===== src/rtl/uart_rx_if.sv =====
// Consumer-side handshake of the UART receiver: assembled byte, status flags and acknowledge.
// The receiver drives through the master modport; the downstream command layer uses slave.
interface uart_rx_if;
  logic [7:0] rx_data;
  logic       rdy;
  logic       frm_err;
  logic       ovr;
  logic       clr_rdy;

  modport master (output rx_data, rdy, frm_err, ovr, input clr_rdy);
  modport slave  (input rx_data, rdy, frm_err, ovr, output clr_rdy);
endinterface


===== src/rtl/uart_rx.sv =====
// 8N1 serial receiver, LSB first, idle-high line, BAUD_CLKS clocks per bit.
// Double-synchronises RX, centre-samples every bit and reports the byte via rdy/clr_rdy.
module uart_rx #(
  parameter int BAUD_CLKS = 43,
  parameter int HALF_CLKS = BAUD_CLKS / 2
) (
  input  logic     clk,
  input  logic     rst,
  input  logic     RX,
  uart_rx_if.master bus
);

  typedef enum logic [1:0] {
    IDLE  = 2'd0,
    START = 2'd1,
    DATA  = 2'd2,
    STOP  = 2'd3
  } state_t;

  localparam logic [5:0] HALF_CNT  = 6'(HALF_CLKS);
  localparam logic [5:0] BAUD_LAST = 6'(BAUD_CLKS - 1);

  state_t     state_q, state_d;
  logic       sync1_q, sync1_d;
  logic       sync2_q, sync2_d;
  logic       prev_q, prev_d;
  logic [5:0] baud_cnt_q, baud_cnt_d;
  logic [2:0] bit_cnt_q, bit_cnt_d;
  logic [7:0] shift_q, shift_d;
  logic [7:0] rx_data_q, rx_data_d;
  logic       rdy_q, rdy_d;
  logic       frm_err_q, frm_err_d;
  logic       ovr_q, ovr_d;
  logic       fall;
  logic [5:0] baud_inc;

  always_comb begin
    sync1_d    = RX;
    sync2_d    = sync1_q;
    prev_d     = sync2_q;
    fall       = ~sync2_q & prev_q;
    baud_inc   = baud_cnt_q + 6'd1;
    state_d    = state_q;
    baud_cnt_d = baud_cnt_q;
    bit_cnt_d  = bit_cnt_q;
    shift_d    = shift_q;
    rx_data_d  = rx_data_q;
    rdy_d      = rdy_q;
    frm_err_d  = frm_err_q;
    ovr_d      = ovr_q;

    if (bus.clr_rdy) begin
      rdy_d = 1'b0;
      ovr_d = 1'b0;
    end

    case (state_q)
      IDLE: begin
        if (fall) begin
          state_d    = START;
          baud_cnt_d = 6'd0;
        end
      end
      // The start sample fires on the edge where the count reaches HALF_CLKS,
      // which puts it HALF_CLKS edges after entering START (centre of the start bit).
      START: begin
        baud_cnt_d = baud_inc;
        if (baud_inc == HALF_CNT) begin
          baud_cnt_d = 6'd0;
          if (sync2_q) begin
            state_d = IDLE;
          end else begin
            state_d   = DATA;
            bit_cnt_d = 3'd0;
          end
        end
      end
      DATA: begin
        baud_cnt_d = baud_inc;
        if (baud_cnt_q == BAUD_LAST) begin
          baud_cnt_d = 6'd0;
          shift_d    = {sync2_q, shift_q[7:1]};
          if (bit_cnt_q == 3'd7) begin
            state_d = STOP;
          end else begin
            bit_cnt_d = bit_cnt_q + 3'd1;
          end
        end
      end
      STOP: begin
        baud_cnt_d = baud_inc;
        if (baud_cnt_q == BAUD_LAST) begin
          baud_cnt_d = 6'd0;
          state_d    = IDLE;
          // A good stop overrides a coincident clr_rdy so the new byte is never lost.
          if (sync2_q) begin
            rx_data_d = shift_q;
            rdy_d     = 1'b1;
            frm_err_d = 1'b0;
            ovr_d     = ovr_q | rdy_q;
          end else begin
            frm_err_d = 1'b1;
          end
        end
      end
      default: begin
        state_d    = IDLE;
        baud_cnt_d = 6'd0;
      end
    endcase
  end

  always_ff @(posedge clk) begin
    if (rst) begin
      state_q    <= IDLE;
      sync1_q    <= 1'b1;
      sync2_q    <= 1'b1;
      prev_q     <= 1'b1;
      baud_cnt_q <= 6'd0;
      bit_cnt_q  <= 3'd0;
      shift_q    <= 8'h00;
      rx_data_q  <= 8'h00;
      rdy_q      <= 1'b0;
      frm_err_q  <= 1'b0;
      ovr_q      <= 1'b0;
    end else begin
      state_q    <= state_d;
      sync1_q    <= sync1_d;
      sync2_q    <= sync2_d;
      prev_q     <= prev_d;
      baud_cnt_q <= baud_cnt_d;
      bit_cnt_q  <= bit_cnt_d;
      shift_q    <= shift_d;
      rx_data_q  <= rx_data_d;
      rdy_q      <= rdy_d;
      frm_err_q  <= frm_err_d;
      ovr_q      <= ovr_d;
    end
  end

  assign bus.rx_data = rx_data_q;
  assign bus.rdy     = rdy_q;
  assign bus.frm_err = frm_err_q;
  assign bus.ovr     = ovr_q;

endmodule


===== src/flat_wrapper.sv =====
// flat-port wrapper written by rule: the top's interface ports become plain ports
module uart_rx_flat 
#(
  parameter int BAUD_CLKS = 43,
  parameter int HALF_CLKS = BAUD_CLKS / 2
)
  (clk, rst, RX, bus_rx_data, bus_rdy, bus_frm_err, bus_ovr, bus_clr_rdy);
  uart_rx_if bus_i ();
  input  logic clk;
  input  logic rst;
  input  logic RX;
  output wire logic [$bits(bus_i.rx_data)-1:0] bus_rx_data;
  output wire logic [$bits(bus_i.rdy)-1:0] bus_rdy;
  output wire logic [$bits(bus_i.frm_err)-1:0] bus_frm_err;
  output wire logic [$bits(bus_i.ovr)-1:0] bus_ovr;
  input wire logic [$bits(bus_i.clr_rdy)-1:0] bus_clr_rdy;
  assign bus_rx_data = bus_i.rx_data;
  assign bus_rdy = bus_i.rdy;
  assign bus_frm_err = bus_i.frm_err;
  assign bus_ovr = bus_i.ovr;
  assign bus_i.clr_rdy = bus_clr_rdy;
  uart_rx #(.BAUD_CLKS(BAUD_CLKS), .HALF_CLKS(HALF_CLKS)) u_core (.clk(clk), .rst(rst), .RX(RX), .bus(bus_i));
endmodule

===== config.mk =====
export PLATFORM = sky130hd
export DESIGN_NAME = uart_rx_flat
export DESIGN_NICKNAME = d
export VERILOG_FILES = /design/src/rtl/uart_rx_if.sv /design/src/rtl/uart_rx.sv /design/src/flat_wrapper.sv
export SDC_FILE = /design/constraint.sdc
export NUM_CORES = 1
export LEC_CHECK = 0
export ABC_AREA = 1
export BUFFER_PORTS_ARGS = -buffer_cell sky130_fd_sc_hd__buf_2
export CELL_PAD_IN_SITES_DETAIL_PLACEMENT = 0
export CELL_PAD_IN_SITES_GLOBAL_PLACEMENT = 1
export CORE_MARGIN = 2
export CORE_UTILIZATION = 38
export DETAILED_ROUTE_END_ITERATION = 8
export GPL_TIMING_DRIVEN = 0
export PLACE_DENSITY = 0.85
export SLEW_MARGIN = 20
export SYNTH_ARGS = -nofsm -noshare
export SYNTH_HDL_FRONTEND = slang
export SYNTH_SLANG_ARGS = --single-unit

===== constraint.sdc =====
create_clock -name clk -period 1.5 [get_ports clk]
set_clock_uncertainty 0.2 [all_clocks]
set_input_delay 0.15 -clock clk [delete_from_list [all_inputs] [get_ports clk]]
set_output_delay 0.15 -clock clk [all_outputs]
set_load 0.01 [all_outputs]

# Yosys cells after proc, flatten, opt, wreduce, memory -nomap -nowiden
# Index checks and enable logic that the tools add are counted.
[word_totals] register_bits=33 output_inout_bits=11
[op_classes] add_sub_neg=2 n_eq_ne=13 muxes=25 n_bitwise=3 reduce_logical=8
[ops] operator="$mux 6" count=3
[ops] operator="$pmux 6 s3" count=1
[ops] operator="$mux 2" count=6
[ops] operator="$mux 3" count=4
[ops] operator="$ne 2x1->1 const B" count=5
[ops] operator="$reduce_and 5->1" count=2
[ops] operator="$mux 1" count=9
[ops] operator="$pmux 2 s4" count=1
[ops] operator="$add 6x1->6 const B" count=1
[ops] operator="$eq 6x5->1 const B" count=1
[ops] operator="$eq 6x6->1 const B" count=1
[ops] operator="$pmux 3 s2" count=1
[ops] operator="$eq 2x2->1 const B" count=2
[ops] operator="$ne 2x2->1 const B" count=2
[ops] operator="$reduce_and 2->1" count=2
[ops] operator="$add 3x1->3 const B" count=1
[ops] operator="$eq 3x3->1 const B" count=1
[ops] operator="$reduce_and 3->1" count=1
[ops] operator="$eq 2x1->1 const B" count=1
[ops] operator="$logic_not 2->1" count=1
[ops] operator="$reduce_bool 2->1" count=1
[ops] operator="$reduce_or 2->1" count=1
[ops] operator="$and 1x1->1" count=1
[ops] operator="$not 1->1" count=1
[ops] operator="$or 1x1->1" count=1

# Longest topological paths before layout
# Gate-level depths: netlist of the first run.
[logic_depth] depth_word=4 mapped_depth=14 depth_no_buf=14

# Least setup slack after synthesis of the first run
# Ideal clock, no wire load.
[synth_timing] path_type="register to register" from="register u_core.baud_cnt_q[0]" to="register u_core.baud_cnt_q[4]" arrival_time_ps=1375 slack_ps=-184 stages_incl_launch_ff=15 n_path_buf=0 period_less_slack_ps=1684 cell_sequence="dfxtp_1 > ha_1 > inv_1 > nand2_1 > nand2_1 > nor2_2 > nand2_2 > nor2_4 > nand2_1 > nand2_1 > nand2_1 > nand2_1 > nand2_1 > nand2_1 > inv_1"
[synth_via] elab_chain_cells=4 word_cells_on_any_way=6 cone_classes="1 x add/sub; 2 x eq/ne; 3 x mux"
[synth_rtl] item="start, declared" line="uart_rx.sv:27" rtl="logic [5:0] baud_cnt_q, baud_cnt_d;"
[synth_rtl] item="start signal, assigned" line="uart_rx.sv:131" rtl="baud_cnt_q <= baud_cnt_d;"
[synth_rtl] item="$add 6x1->6" line="uart_rx.sv:42" rtl="baud_inc = baud_cnt_q + 6'd1;"
[synth_rtl] item="$eq 6x5->1" line="uart_rx.sv:68" rtl="if (baud_inc == HALF_CNT) begin"
[synth_rtl] item="$mux 6" line="uart_rx.sv:68"
[synth_rtl] item="$pmux 6 s3 *" line="uart_rx.sv:57" rtl="case (state_q)"
# Every way passes the cells marked *; elsewhere a longest branch is shown, timed or not.
# A chain may end at the register's enable or synchronous reset.

# Worst setup path after layout of the first run
[layout_timing] from="register u_core.baud_cnt_q[2]" to="register u_core.rx_data_q[2], in the netlist u_core.bus.rx_data[2]"
[layout_via] elab_chain_cells=2
[layout_rtl] item="$eq 6x6->1" line="uart_rx.sv:92" rtl="if (baud_cnt_q == BAUD_LAST) begin"
[layout_rtl] item="$reduce_and 3->1 (no source line)"
[layout_rtl] item="end signal, assigned" line="uart_rx.sv:134" rtl="rx_data_q <= rx_data_d;"
[layout_rtl] item="end, declared" line="uart_rx.sv:30" rtl="logic [7:0] rx_data_q, rx_data_d;"
# No other way between the ends.

==> flow_summary.ini, run 1 <==
[placement]
placed_cells = 268
portBuffers = 14
place_congestion = 0.739
placed_cell_area_um2 = 1690
dp_hpwl_um = 2220

[detailed_routing]
drtAntennaViolNets = 0
wire_per_inst_um = 12.2
drtPass1Iterations = 4
drt-total-wl_um = 3610
vias_per_cell = 4.77
drc_errors = 0
drtIter0Drc = 85
route.vias.total = 1413

[hold_path]
min_from = u_core.sync1_q$_SDFF_PP1_
hold_end = u_core.prev_d$_SDFF_PP1_
min_path_type = reg -> reg
min_path_cells = 1

[clock_network]
numCtsBuffers = 5
cts_buffer_depth = 2
clock_sinks = 33
cts_tree = done
clockRootBuffer = clkbuf_8
clk_latency_ns = 0.28
clkTransAtPathRegs_ns = 0.07
h-tree-depth = 2

[setup_path]
path_cells = nor3_4, nand3_4, nor3_4, nand2_4, buf_6, nand2_1, a21oi_1
r2r_end = u_core.bus.rx_data[2]$_SDFFE_PP0P_
cp_common_cell = nor3_4
start_kind = flop
required_ns = 1.45
crit_type = reg -> reg
reg2reg_depth = 7
critPathArrivalTime_ns = 1.67
crit_path_top_delay_cell = dfxtp_4
end_kind = flop
crit_path_max_fanout = 7
crit_family = simple AND/OR/NAND/NOR gates
r2r_start = u_core.baud_cnt_q[2]$_SDFFE_PP0P_
slowest_delay_ns = 0.38
cp_num_buf_inv = 1
r2r_setup_slack_ns = -0.21

[synthesis]
synth_top_area_cell = dfxtp_1
syn-num-nets = 215
synth_edf_count = 0
synth_top_area_share_pct = 43.5
synth_warnings = 0
ys_ff_latch = 33
avgSynthCellArea_um2 = 7.38
async_flop_share_pct = 0
synth_cells = 206
yosys_most_used_dff = dfxtp_1
ys_types = 24
syn-cell-area_um2 = 1520
yosysSeqAreaShare_pct = 43.5
yosys-top-cells-area = dfxtp_1 (43%), nand2_1 (12%), nor2_1 (6.2%), inv_1 (5.9%), a21oi_1 (5.6%)

[finish]
num-fill-cells = 352
n_antenna_cell = 0
layout.cells.non_filler = 296
final_common_cell = nand2_1
finish.net_count = 256
final_layout_size_suffix_gt1_share_pct = 48.0
area_delta_synth_final_pct = 41.8
stdcell_area_um2 = 2160
layout_common_cells = nand2_1 (33), dfxtp_1 (27), nor2_1 (22), inv_1 (19)

[global_route]
grt_max_degree = 11
grt_pass1_wl_um = 5600
grt_pass1_vias = 1258
track_usage_pct = 16.5
grt_overflow_total = 0
antenna_found_initial = 0

[status]
status = finished with violations
violations = setup timing

[sta]
max_freq_ghz = 0.584
fin_crit_sh_pct = 114
hold_ws_ns = 0.222
setup_violations = 28
max_slew.worst_pin.slew_ns = 0.380
setup_tns_ns = -4.39
timing.final.max_slew_violations = 0
slew_headroom_pct = 74.6
period_needed_ns = 1.71
rsz0062_at_grt = yes
setup_ws_ns = -0.213
finalHoldViolCount = 0

[pwr]
irDropWorstVdd_mv = 0.544
p_per_area_nw_per_um2 = 794
p_leak_nw = 0.935

[floorplan]
io_pins = 15
std_cell_rows = 22
die_area_um2 = 4520
core_area_um2 = 3740
die_y_um = 67.3
initial_core_util_pct = 40.6
die_width_um = 67.3

[flow_run]
maxCapViolCount = 0
==> synthesized netlist by cell type (2+ instances only) <==
master   number
a21oi_1      17
nand3_2       3
or2_2         3
nand2_2       5
nor2_2        3
nand4_1       3
o21ai_1       2
nor2_1       25
o21ai_0      12
nand2_1      50
nor3_2        3
nor2_4        3
inv_1        24
inv_2         3
dfxtp_1      33
ha_1          5
nand3_1       5
==> registers in the layout, indices dropped and copies added, names as in the netlist, named ones only <==
register / flops
u_core.bus.rdy: 1
u_core.prev_q: 1
u_core.state_q: 1
u_core.prev_d: 1
u_core.shift_q: 8
u_core.bus.rx_data: 8
u_core.bus.ovr: 1
u_core.bit_cnt_q: 3
u_core.bus.frm_err: 1
u_core.baud_cnt_q: 6
u_core.sync1_q: 1
==> power by group <==
part	internal [W]	switching (W)	total, W
logic	0.0000658	0.000102	0.000168
clock network	0.000321	0.000319	0.000641
registers	0.000884	0.0000201	0.000904
total	0.00127	0.000442	0.00171
==> worst reg2reg max path, delay by kind of cell (launching register included) <==
family | cells | cell delay (ns)
simple gates | 5 | 0.78
flops | 1 | 0.38
buf+inv | 1 | 0.17
compound gates | 1 | 0.06
==> cells by family (layout without fill, tap and decap cells) <==
group | after synthesis | count (layout) | synth area share (%)
compound gates | 33 | 33 | 11.5
fa+ha+maj | 5 | 5 | 4.12
buf+inv | 30 | 72 | 7.98
flops | 33 | 33 | 43.5
simple gates | 105 | 105 | 32.9
==> stage by stage <==
stage,util (%),setup WS (ns),power [W]
after floorplan,-,-0.0706,0.00101
after global placement,45.2,-0.258,0.00104
after detailed placement,45.2,-0.246,0.00105
after CTS,49.8,-0.202,0.00170
after global routing,57.6,-0.317,0.00179
final,57.6,-0.213,0.00171
==> routing by layer <==
metal	vias to the layer above	global-route usage [%]	part of all wire (%)
li1	742	-	-
met1	652	21.3	49
met2	17	26.2	47
met3	2	4.50	3.4
met4	0	6.12	0.72
met5	-	0	0
==> how the worst max path moves through the flow <==
stage / to / from / slack, ns / depth (start not counted)
finish: u_core.bus.rx_data[2]$_SDFFE_PP0P_ / u_core.baud_cnt_q[2]$_SDFFE_PP0P_ / -0.21 / 7
global route: u_core.bus.rx_data[2]$_SDFFE_PP0P_ / u_core.baud_cnt_q[2]$_SDFFE_PP0P_ / -0.32 / 7
CTS: u_core.bit_cnt_q[1]$_SDFFE_PP0P_ / u_core.baud_cnt_q[0]$_SDFFE_PP0P_ / -0.20 / 12
detailed placement: u_core.baud_cnt_q[4]$_SDFFE_PP0P_ / u_core.baud_cnt_q[0]$_SDFFE_PP0P_ / -0.25 / 14
global placement: u_core.baud_cnt_q[2]$_SDFFE_PP0P_ / u_core.baud_cnt_q[0]$_SDFFE_PP0P_ / -0.26 / 14
floorplan: u_core.baud_cnt_q[2]$_SDFFE_PP0P_ / u_core.baud_cnt_q[0]$_SDFFE_PP0P_ / -0.07 / 12
==> area by class of cell <==
cell class / instances / area (um2) / area share (%)
inverters: 27 / 113 / 5.22
multi-input cells: 143 / 947 / 43.9
repair buffers: 33 / 239 / 11.1
clock inverters: 2 / 10.0 / 0.464
plain buffers: 3 / 27.5 / 1.28
flip-flops and latches: 33 / 681 / 31.6
clock buffers: 6 / 72.6 / 3.37
well taps: 48 / 60.1 / 2.79
repair inverters: 1 / 6.26 / 0.290
==> timing repair <==
action                                  CTS  global route
hold endpoints to repair                  5             0
gates resized for setup                  11            70
hold buffers                              3             0
pin swaps                                 2            18
endpoints found under the setup margin   27            30
cloned                                    0             2
setup buffers                             4            11
Power figures use the tool's default switching activity.
==> inputs of run 2 (changes only) <==
--- a/config.mk
+++ b/config.mk
@@ -10,10 +10,10 @@
 export CELL_PAD_IN_SITES_DETAIL_PLACEMENT = 0
 export CELL_PAD_IN_SITES_GLOBAL_PLACEMENT = 1
 export CORE_MARGIN = 2
-export CORE_UTILIZATION = 38
+export CORE_UTILIZATION = 42
 export DETAILED_ROUTE_END_ITERATION = 8
 export GPL_TIMING_DRIVEN = 0
-export PLACE_DENSITY = 0.85
+export PLACE_DENSITY = 0.89
 export SLEW_MARGIN = 20
 export SYNTH_ARGS = -nofsm -noshare
 export SYNTH_HDL_FRONTEND = slang
==> constraint.sdc (replaced) <==
create_clock -name clk -period 1.8 [get_ports clk]
set_clock_uncertainty 0.2 [all_clocks]
set_input_delay 0.18 -clock clk [delete_from_list [all_inputs] [get_ports clk]]
set_output_delay 0.18 -clock clk [all_outputs]
set_load 0.01 [all_outputs]
==> run 2 against run 1 <==
Against the previous run:
- the run now ends clean
- clock power fell by 9.0%
- global-route usage rose by 0.50 points
- count of clock-buffer cells in the layout rose by 1
- flip-flop and latch count did not move
- first-iteration DRC count fell by 9.4%
- via count fell by 4.0%
- total power fell by 15%
- non-clock buffer count fell by 7
- design area fell by 10%
- routed wire length fell by 11%
- critical path type unchanged
- critical endpoint is now u_core.bus.rx_data[1]$_SDFFE_PP0P_
- largest cell class unchanged
- largest power group unchanged
==> flow_summary.ini, run 2 (synthesis gave the netlist of run 1 again) <==
[clock_network]
clock_sinks = 33
clockRootBuffer = clkbuf_4
clkTransAtPathRegs_ns = 0.10
numCtsBuffers = 5
cts_buffer_depth = 2
h-tree-depth = 2
clk_latency_ns = 0.35
cts_tree = done

[finish]
final_layout_size_suffix_gt1_share_pct = 30.8
n_antenna_cell = 0
final_common_cell = nand2_1
final_util_pct = 56.6
layout_common_cells = nand2_1 (42), dfxtp_1 (27), nor2_1 (25), inv_1 (22), a21oi_1 (17)
area_delta_synth_final_pct = 27.2
finish.net_count = 248
num-fill-cells = 314

[pwr]
switching_share_pct = 23.4
p_clk_share_pct = 40.1
p_per_area_nw_per_um2 = 753
switchingPower_w = 0.000340
p_leak_nw = 0.884
irDropWorstVdd_mv = 0.551
seq_power_share_pct = 51.9
comb_power_share_pct = 8.0
power_w = 0.00145
p_int_w = 0.00111

[placement]
pre_cts_slack_ns = -0.111
place_congestion = 0.814
portBuffers = 14
dp_hpwl_um = 2170

[global_route]
antenna_found_initial = 0
grt_pass1_wl_um = 5290
track_usage_pct = 17.0
grt_max_degree = 11
grt_pass1_vias = 1206
grt_overflow_total = 0

[setup_path]
crit_path_max_fanout = 5
critPathArrivalTime_ns = 1.76
start_kind = flop
required_ns = 1.82
crit_type = reg -> reg
end_kind = flop

[floorplan]
core_area_um2 = 3420
die_y_um = 64.2
die_width_um = 64.2
die_area_um2 = 4120
initial_core_util_pct = 44.5
io_pins = 15
std_cell_rows = 21

[sta]
timing.final.max_slew_violations = 0
max_freq_ghz = 0.573
setup_tns_ns = 0
finalHoldViolCount = 0
max_slew.worst_pin.slew_ns = 0.473
setup_violations = 0
setup_ws_ns = 0.0553
rsz0062_at_grt = yes
fin_crit_sh_pct = 96.9
slew_headroom_pct = 68.5
period_needed_ns = 1.74

[detailed_routing]
drtAntennaViolNets = 0
top_layer = met4
drt-total-wl_um = 3230
wire_per_inst_um = 11.3
drtIter0Drc = 77
wl_met1_um = 1580
route.vias.total = 1357
wl_met2_um = 1470
drtPass1Iterations = 4
drc_errors = 0
vias_per_cell = 4.74
met3WireLength_um = 119

[hold_path]
min_path_type = reg -> reg

[status]
status = completed

[flow_run]
maxCapViolCount = 0
==> run 2: changes by cell type in the layout (fill, tap and decap cells not counted), moves of 4 or more <==
| cell | delta |
|---|---|
| a21oi_1 | +9 |
| clkbuf_4 | +5 |
| o21ai_0 | +9 |
| a21oi_2 | -9 |
| o21ai_2 | -8 |
| buf_6 | -4 |
| buf_4 | -4 |
| nand2_1 | +9 |
| nand2_4 | -6 |
| clkbuf_8 | -4 |
==> run 2: timing repair <==
| item | in CTS | in global routing |
|---|---|---|
| setup endpoints to repair | 8 | 24 |
| cloned | 0 | 1 |
| buffers inserted | 1 | 6 |
| gates resized for setup | 6 | 30 |
| hold endpoints to repair | 5 | 0 |
| hold buffers | 4 | 0 |
| pin swaps | 2 | 7 |
==> run 2: worst max-delay path: stages (launching register included) <==
cell     delay [ns]
dfxtp_4        0.39
inv_4          0.05
nor3_4         0.20
nand3_4        0.14
nor3_4         0.24
nand2_2        0.12
buf_6          0.16
nand2_1        0.06
a21oi_1        0.06
==> run 2: worst paths after layout <==
check / startpoint / cells after the start / slack [ns] / to
worst max register to register: u_core.baud_cnt_q[3]$_SDFFE_PP0P_ / 8 / 0.06 / u_core.bus.rx_data[1]$_SDFFE_PP0P_
worst min register to register: u_core.sync1_q$_SDFF_PP1_ / 1 / 0.22 / u_core.prev_d$_SDFF_PP1_
worst min-delay path: u_core.sync1_q$_SDFF_PP1_ / 1 / 0.22 / u_core.prev_d$_SDFF_PP1_
worst max-delay path: u_core.baud_cnt_q[3]$_SDFFE_PP0P_ / 8 / 0.06 / u_core.bus.rx_data[1]$_SDFFE_PP0P_
==> run 2: layout make-up <==
class	count	area [um2]	area share (%)
sequential	33	676	35.0
clock buffer	7	55.1	2.85
inverter	27	106	5.50
timing repair buffer	26	174	9.00
clock inverter	1	30.0	1.55
tap	46	57.6	2.98
buffer	3	26.3	1.36
multi-input combinational	143	808	41.8
==> run 2: routing by layer <==
metal / GRT usage (%) / up-vias
met2: 25.8 / 21
met1: 20.9 / 609
li1: - / 723
met5: 0 / -
met4: 8.78 / 0
met3: 6.34 / 4
==> run 2: through the flow <==
| step | hold WS (ns) | area (um2) | std cells |
|---|---|---|---|
| 5_1_grt | 0.250 | 1930 | 286 |
| 2_1_floorplan | 0.0491 | 1520 | 206 |
| 4_1_cts | 0.227 | 1790 | 279 |
| 3_5_place_dp | 0.177 | 1650 | 266 |
| 3_3_place_gp | 0.170 | 1650 | 266 |
| 6_report | 0.222 | 1930 | 286 |
==> run 2: power by group through the flow <==
stage                     clock network [W]  registers [W]   logic, W
after floorplan                           0       0.000767  0.0000716
after global placement                    0       0.000771  0.0000937
after detailed placement                  0       0.000771  0.0000941
after CTS                          0.000597       0.000754   0.000102
after global routing               0.000633       0.000756   0.000134
final                              0.000583       0.000755   0.000117
